File: config.mk
export PLATFORM = sky130hd
export DESIGN_NAME = demultiplexor_tdm
export DESIGN_NICKNAME = d
export VERILOG_FILES = /design/src/rtl/demultiplexor_pkg.sv /design/src/rtl/demux_slot_counter.sv /design/src/rtl/demultiplexor_tdm.sv
export SDC_FILE = /design/constraint.sdc
export NUM_CORES = 1
export LEC_CHECK = 0
export ABC_AREA = 1
export BUFFER_PORTS_ARGS = -buffer_cell sky130_fd_sc_hd__buf_2
export CAP_MARGIN = 30
export CORE_UTILIZATION = 50
export CTS_CLUSTER_DIAMETER = 60
export DETAILED_ROUTE_END_ITERATION = 10
export PLACE_DENSITY = 0.87
export SYNTH_ARGS = -nofsm -noshare
export SYNTH_HDL_FRONTEND = slang
export SYNTH_HIERARCHICAL = 1
export SYNTH_SLANG_ARGS = --single-unit
File: constraint.sdc
create_clock -name clk -period 2.3 [get_ports clk]
set_clock_uncertainty 0.1 [all_clocks]
set_input_delay 0.115 -clock clk [delete_from_list [all_inputs] [get_ports clk]]
set_output_delay 0.115 -clock clk [all_outputs]
set_load 0.01 [all_outputs]
File: src/rtl/demultiplexor_pkg.sv
// Shared types and helpers for the TDM demultiplexor.
package demultiplexor_pkg;

    typedef enum logic {HUNT = 1'b0, LOCKED = 1'b1} demux_state_t;

    localparam int DEMUX_N_CH_DEF = 4;
    localparam int DEMUX_W_DEF    = 8;

    // Next slot index: wraps only at n-1, so non-power-of-two frames work.
    function automatic int unsigned slot_next(input int unsigned c, input int unsigned n);
        return (c == n - 1) ? 0 : c + 1;
    endfunction

endpackage

File: src/rtl/demux_slot_counter.sv
// Wrapping slot counter for the TDM demultiplexor.
// clr has priority over load1, which has priority over adv.
module demux_slot_counter
    import demultiplexor_pkg::*;
#(
    parameter int N_CH = DEMUX_N_CH_DEF
)(
    input  logic                    clk,
    input  logic                    rst,
    input  logic                    adv,
    input  logic                    load1,
    input  logic                    clr,
    output logic [$clog2(N_CH)-1:0] cnt,
    output logic                    tc
);

    localparam int CW = $clog2(N_CH);

    // Slot index register: clear, restart at slot 1, or advance with wrap.
    always_ff @(posedge clk or posedge rst) begin
        if (rst)
            cnt <= '0;
        else if (clr)
            cnt <= '0;
        else if (load1)
            cnt <= CW'(1);
        else if (adv)
            cnt <= CW'(slot_next(int'(cnt), N_CH));
    end

    assign tc = (int'(cnt) == N_CH - 1);

endmodule

File: src/rtl/demultiplexor_tdm.sv
// TDM receive demultiplexor: steers a serial W-bit sample stream into
// N_CH channel registers, tracks frame alignment from the slot-0 marker
// and flags framing faults.
// Optional macro DEMUX_FRAME_BUFFER_EN: samples collect in a shadow bank
// and ch_data updates only once per complete frame.
module demultiplexor_tdm
    import demultiplexor_pkg::*;
#(
    parameter int N_CH = DEMUX_N_CH_DEF,
    parameter int W    = DEMUX_W_DEF
)(
    input  logic              clk,
    input  logic              rst,
    input  logic              din_valid,
    input  logic [W-1:0]      din,
    input  logic              din_sof,
    output logic [N_CH*W-1:0] ch_data,
    output logic [N_CH-1:0]   ch_valid,
    output logic              frame_done,
    output logic              sync_err,
    output logic              locked
);

    localparam int CW = $clog2(N_CH);

    demux_state_t  state, state_nx;
    logic [CW-1:0] slot;
    logic          slot_tc;
    logic          cnt_adv, cnt_load1, cnt_clr;
    logic          wr_en;
    logic [CW-1:0] wr_idx;
    logic          fd_nx, err_nx;

    demux_slot_counter #(.N_CH(N_CH)) u_cnt (
        .clk   (clk),
        .rst   (rst),
        .adv   (cnt_adv),
        .load1 (cnt_load1),
        .clr   (cnt_clr),
        .cnt   (slot),
        .tc    (slot_tc)
    );

    // FSM state register.
    always_ff @(posedge clk or posedge rst) begin
        if (rst)
            state <= HUNT;
        else
            state <= state_nx;
    end

    // Next state, counter control and write/pulse decisions for the accepted sample.
    always_comb begin
        state_nx  = state;
        cnt_adv   = 1'b0;
        cnt_load1 = 1'b0;
        cnt_clr   = 1'b0;
        wr_en     = 1'b0;
        wr_idx    = '0;
        fd_nx     = 1'b0;
        err_nx    = 1'b0;
        if (din_valid) begin
            case (state)
                HUNT: begin
                    // Only a frame start can acquire alignment; others drop silently.
                    if (din_sof) begin
                        wr_en     = 1'b1;
                        cnt_load1 = 1'b1;
                        state_nx  = LOCKED;
                    end
                end
                LOCKED: begin
                    if (din_sof) begin
                        // Early SOF restarts the frame at slot 0 and reports it.
                        wr_en     = 1'b1;
                        cnt_load1 = 1'b1;
                        err_nx    = (slot != '0);
                    end else if (slot == '0) begin
                        // Missing SOF: alignment lost, drop sample and re-hunt.
                        err_nx   = 1'b1;
                        cnt_clr  = 1'b1;
                        state_nx = HUNT;
                    end else begin
                        wr_en   = 1'b1;
                        wr_idx  = slot;
                        cnt_adv = 1'b1;
                        fd_nx   = slot_tc;
                    end
                end
                default: state_nx = HUNT;
            endcase
        end
    end

    // Frame and error pulses, one cycle each.
    always_ff @(posedge clk or posedge rst) begin
        if (rst) begin
            frame_done <= 1'b0;
            sync_err   <= 1'b0;
        end else begin
            frame_done <= fd_nx;
            sync_err   <= err_nx;
        end
    end

    assign locked = (state == LOCKED);

`ifdef DEMUX_FRAME_BUFFER_EN
    logic [N_CH*W-1:0] shadow;

    // Shadow bank collects the frame; the full frame (including the final
    // sample arriving this cycle) is published on frame_done.
    always_ff @(posedge clk or posedge rst) begin
        if (rst) begin
            shadow   <= '0;
            ch_data  <= '0;
            ch_valid <= '0;
        end else begin
            ch_valid <= '0;
            if (err_nx)
                shadow <= '0;
            for (int k = 0; k < N_CH; k++) begin
                if (wr_en && int'(wr_idx) == k)
                    shadow[k*W +: W] <= din;
            end
            if (fd_nx) begin
                for (int k = 0; k < N_CH; k++)
                    ch_data[k*W +: W] <= (k == N_CH - 1) ? din : shadow[k*W +: W];
                ch_valid <= '1;
            end
        end
    end
`else
    // Per-slot update: the addressed channel register loads and pulses.
    always_ff @(posedge clk or posedge rst) begin
        if (rst) begin
            ch_data  <= '0;
            ch_valid <= '0;
        end else begin
            ch_valid <= '0;
            for (int k = 0; k < N_CH; k++) begin
                if (wr_en && int'(wr_idx) == k) begin
                    ch_data[k*W +: W] <= din;
                    ch_valid[k]       <= 1'b1;
                end
            end
        end
    end
`endif

endmodule

Word level (Yosys, flattened, before mapping). Index checks and enable logic that the tools add are counted.

Register bits after elaboration: 41. Bits in latches: 0. Memory bits (writable): 0. Bits in read-only memories: 0. Input bits: 12. Output and inout port bits: 39. Logic and storage cells: 56. Memories: 0.

Add/subtract/negate cells: 1. Multipliers: 0. Divide/modulo/power cells: 0. Order comparisons: 0. Equality and inequality tests: 5. Shift-type cells: 0. Muxes and demuxes: 32. Bitwise operators: 1. Reductions and logical operators: 8.

Operators with widths (count): $mux 1 (23); $mux 2 (8); $eq 2x2->1 const B (3); $eq 2x1->1 const B (2); $logic_and 1x1->1 (4); $logic_not 2->1 (2); $reduce_bool 3->1 (1); $add 2x1->2 const B (1); $pmux 1 s2 (1); $reduce_bool 2->1 (1); $not 1->1 (1).

Logic depth before layout (Yosys ltp).
Depth after elaboration: 8. Gate-level depth with buffers: 10. Gate-level depth less buffers: 10.

Hierarchy. The synthesis kept the hierarchy.

Modules (own cells, without submodules): demultiplexor_tdm (times used 1, cells each 177, area an instance 1617.8 µm²); demux_slot_counter (times used 1, cells each 16, area an instance 121.4 µm²).

Worst setup path before layout. Ideal clock, no wire load.

Path kind: reg-to-reg. From: register u_cnt.cnt[0]. To: register ch_data[16]. Library setup time: 66 ps. Arrival: 1497 ps. Slack: 637 ps. Stages on the path, launching flop included: 11. Buffers on the path: 1. Period minus slack after synthesis: 1663 ps. Cell sequence: dfrtp_1 -> inv_1 -> nand2_1 -> inv_1 -> ha_1 -> nand2_1 -> inv_1 -> a21oi_4 -> buf_4 -> nand3_1 -> nand2_1.

Longest elaborated chain between the ends: 7.

Ends and longest elaborated chain: from (decl) (RTL line demux_slot_counter.sv:13) `output logic [$clog2(N_CH)-1:0] cnt,`; from (signal assigned) (RTL line demux_slot_counter.sv:28) `cnt <= CW'(slot_next(int'(cnt), N_CH));`; $logic_not 2->1 (RTL line demultiplexor_tdm.sv:78) `end else if (slot == '0) begin`; $mux 2 (RTL line demultiplexor_tdm.sv:78); $mux 2 (RTL line demultiplexor_tdm.sv:73) `if (din_sof) begin`; $mux 2 (RTL line demultiplexor_tdm.sv:63) `case (state)`; $mux 2 (RTL line demultiplexor_tdm.sv:62) `if (din_valid) begin`; $eq 2x2->1 (RTL line demultiplexor_tdm.sv:142) `if (wr_en && int'(wr_idx) == k) begin`; $logic_and 1x1->1 (*) (RTL line demultiplexor_tdm.sv:142); to (signal, indexed assignment) (RTL line demultiplexor_tdm.sv:143) `ch_data[k*W +: W] <= din;`; to (decl) (RTL line demultiplexor_tdm.sv:17) `output logic [N_CH*W-1:0] ch_data,`.

Every way passes the cells marked *; elsewhere a longest branch is shown, timed or not. A chain may end at the register's enable or synchronous reset.

Worst setup path after layout.
From: register u_cnt.cnt[1]. To: register ch_data[23].

Same word-level chain as after synthesis.

==> results_dict.tcl <==
set metrics [dict create \
    status "finished clean" \
    globalRoute.busiestLayer "met2" \
    die-area_sq_mm 0.003718 \
    grt_max_degree 40 \
    cp_slowest_cell "dfrtp_1" \
    max-clock-path-buffers 2 \
    syn_area_sq_mm 0.001739 \
    initial_core_util_pct 52.12 \
    cts_tree "done" \
    num_vias 1467 \
    syn_avg_cell_area_sq_um 9.011 \
    cts_hold_buf 10 \
    final_cell_area_sq_mm 0.002237 \
    grt_pass1_wl_um 5692 \
    crit_arrival_ns 1.99 \
    grt_pass1_vias 1298 \
    synth_seq_cells 41 \
    syn2layout_area_growth_pct 28.63 \
    rsz0062_at_grt "no" \
    vias_per_cell 4.794 \
    ios 51 \
    yosysSeqAreaShare_pct 58.99 \
    ant_nets 0 \
    cp_common_cell "nand2_1" \
    grt_util_met3_pct 7.249 \
    crit_path_end_kind "flop" \
    synth_fp_nets 208 \
    cts.sinks 41 \
    power_density_mw_per_mm2 974.4 \
    finalMaxSlewViolations 0 \
    final_util_pct 67.04 \
    htree_levels 2 \
    met2_usage_pct 35.01 \
    detail_route.first_pass.iterations 4 \
    fmax_ghz 0.5383 \
    fin_setup_tns_ns 0 \
    routabilityCongestion 0.9069 \
    antenna_found_initial 0 \
    io_buffer_count 50 \
    dieHeight_um 60.98 \
    finalWorstPathRequiredPeriod_ns 1.858 \
    slowest_delay_ns 0.49 \
    peakVddDrop_uv 402.6 \
    core_area_sq_mm 0.003337 \
    final_nets 274 \
    min_path_type "in -> async" \
    synth.distinct_cells 16 \
    numCtsBuffers 5 \
    setup_viol 0 \
    drive_gt1_share_pct 27.31 \
    worst_slew_pin_slew_ns 0.4646 \
    dpl-instance-area_sq_mm 0.002052 \
    synth_top_area_cell "dfrtp_1" \
    root_buffer "clkbuf_4" \
    netlist_top_cells_area "dfrtp_1, nand2_1, nand3_1" \
    yosys.area.top_type_share_pct 58.99 \
    clk_pin_slew_ns 0.10 \
    drc 0 \
    slew-limit-headroom_pct 69.02 \
    wl_per_cell_um 11.91 \
    first_iter_violations 74 \
    routed_wirelength_um 3644 \
    post_cts.repair.setup_buffers 0 \
    die_w_um 60.98 \
    grt_use_met1_pct 26.71 \
    path_class "reg -> reg" \
    clk_latency_ns 0.34 \
    finalCritPeriodShare_pct 80.77 \
    required_ns 2.44 \
    p_leak_nw 1.346 \
    synthCells 193 \
    hpwl_um 2533 \
    fill_cells 266 \
    maxCapViolCount 0 \
    grt.overflow.total 0 \
    critPathLaunchType "flop" \
    ys_warn_count 6 \
    crit_chain "inv_1 -> nand2_1 -> inv_1 -> ha_1 -> nand2_1 -> inv_1 -> a21oi_4 -> buf_12 -> nand2_2 -> nand2_1 -> nand2_1" \
    cts_resized 0 \
    fp-row-count 21 \
    finalHoldViolCount 0 \
    diodes 0 \
    cp_max_fo 37 \
    grt_use_total_pct 21.82 \
]
-- power by group --
part,switching [mW],total [mW],internal (mW)
clock,0.217,0.476,0.260
sequential,0.113,1.02,0.908
combinational,0.413,0.683,0.270
total,0.743,2.18,1.44
-- layout by cell type (no fill, tap or decap) --
master | synthesis | routed
nand2_1 | 73 | 73
buf_2 | 0 | 50
dfrtp_1 | 41 | 41
nand3_1 | 34 | 34
inv_1 | 19 | 19
dlygate4sd3_1 | 0 | 10
nand2_2 | 6 | 6
nor2_1 | 5 | 5
clkbuf_4 | 0 | 5
ha_1 | 3 | 3
nor2_4 | 2 | 2
a21oi_4 | 1 | 1
nor3_4 | 1 | 1
a21oi_1 | 1 | 1
bufinv_16 | 0 | 1
clkbuf_1 | 0 | 1
clkbuf_8 | 0 | 1
buf_12 | 0 | 1
buf_4 | 3 | 1
inv_2 | 1 | 1
nor2_2 | 1 | 1
nand4_1 | 1 | 1
o21ai_0 | 1 | 1
-- worst paths after layout --
kind / start / to / slack, ns / cells after the start
hold reg to reg: ch_data[12] / ch_data[12] / 0.38 / 2
max in group asynchronous: rst / ch_data[16] / 1.46 / 4
min in group clk: din_sof / sync_err / 0.11 / 4
setup reg to reg: u_cnt/cnt[1] / ch_data[23] / 0.44 / 11
hold / removal: rst / u_cnt/cnt[1] / 0.07 / 3
setup / recovery: u_cnt/cnt[1] / ch_data[23] / 0.44 / 11
-- final cells by class --
type / count / area (sq um) / area share (%)
repair buffers: 62 / 377.9 / 16.89
inverters: 20 / 75.07 / 3.356
flip-flops and latches: 41 / 1026 / 45.86
well taps: 46 / 57.56 / 2.573
clock buffers: 7 / 55.05 / 2.461
clock inverters: 1 / 30.03 / 1.342
multi-input cells: 129 / 615.6 / 27.52
-- stage by stage --
step                std cells  worst slack [ns]  total power, mW  hold WS [ns]
floorplan                 193            0.6367            1.436       -0.2438
global placement          288            0.5331            1.682       -0.1206
detailed placement        288            0.4602            1.706       -0.1179
CTS                       306            0.4419            2.196       0.04695
global route              306            0.2340            2.341       0.07118
finish                    306            0.4423            2.180       0.06610
-- critical path: cells and delay by family, from the launching register on --
kind                       cells  cell delay, ns
adders and majority gates      1            0.16
and+or+nand+nor                5            0.48
DFF                            1            0.49
buffers and inverters          4            0.38
AOI/OAI and AO/OA              1            0.13
-- registers in the layout, indices dropped and copies added, names as in the netlist --
signal      count
frame_done      1
u_cnt/cnt       2
ch_data        32
locked          1
ch_valid        4
sync_err        1
-- kinds of logic after synthesis --
group / after synthesis / synth area share (%)
and+or+nand+nor: 123 / 31.73
DFF: 41 / 58.99
buffers and inverters: 23 / 5.611
AOI/OAI and AO/OA: 3 / 1.510
adders and majority gates: 3 / 2.159
-- synthesized netlist by cell type --
cell and n:
inv_2 1, nand4_1 1, buf_4 3, nor2_4 2
o21ai_0 1, nor3_4 1, inv_1 19, ha_1 3
a21oi_4 1, dfrtp_1 41, nor2_2 1, nor2_1 5
nand3_1 34, nand2_2 6, a21oi_1 1, nand2_1 73
-- per-layer routing --
layer / share of wire [%] / vias to the layer above
met5: 0 / -
met4: 1.2 / 0
met3: 5.7 / 4
met2: 49 / 49
met1: 44 / 674
li1: - / 740
No activity file was read; power rests on OpenSTA's default activity.
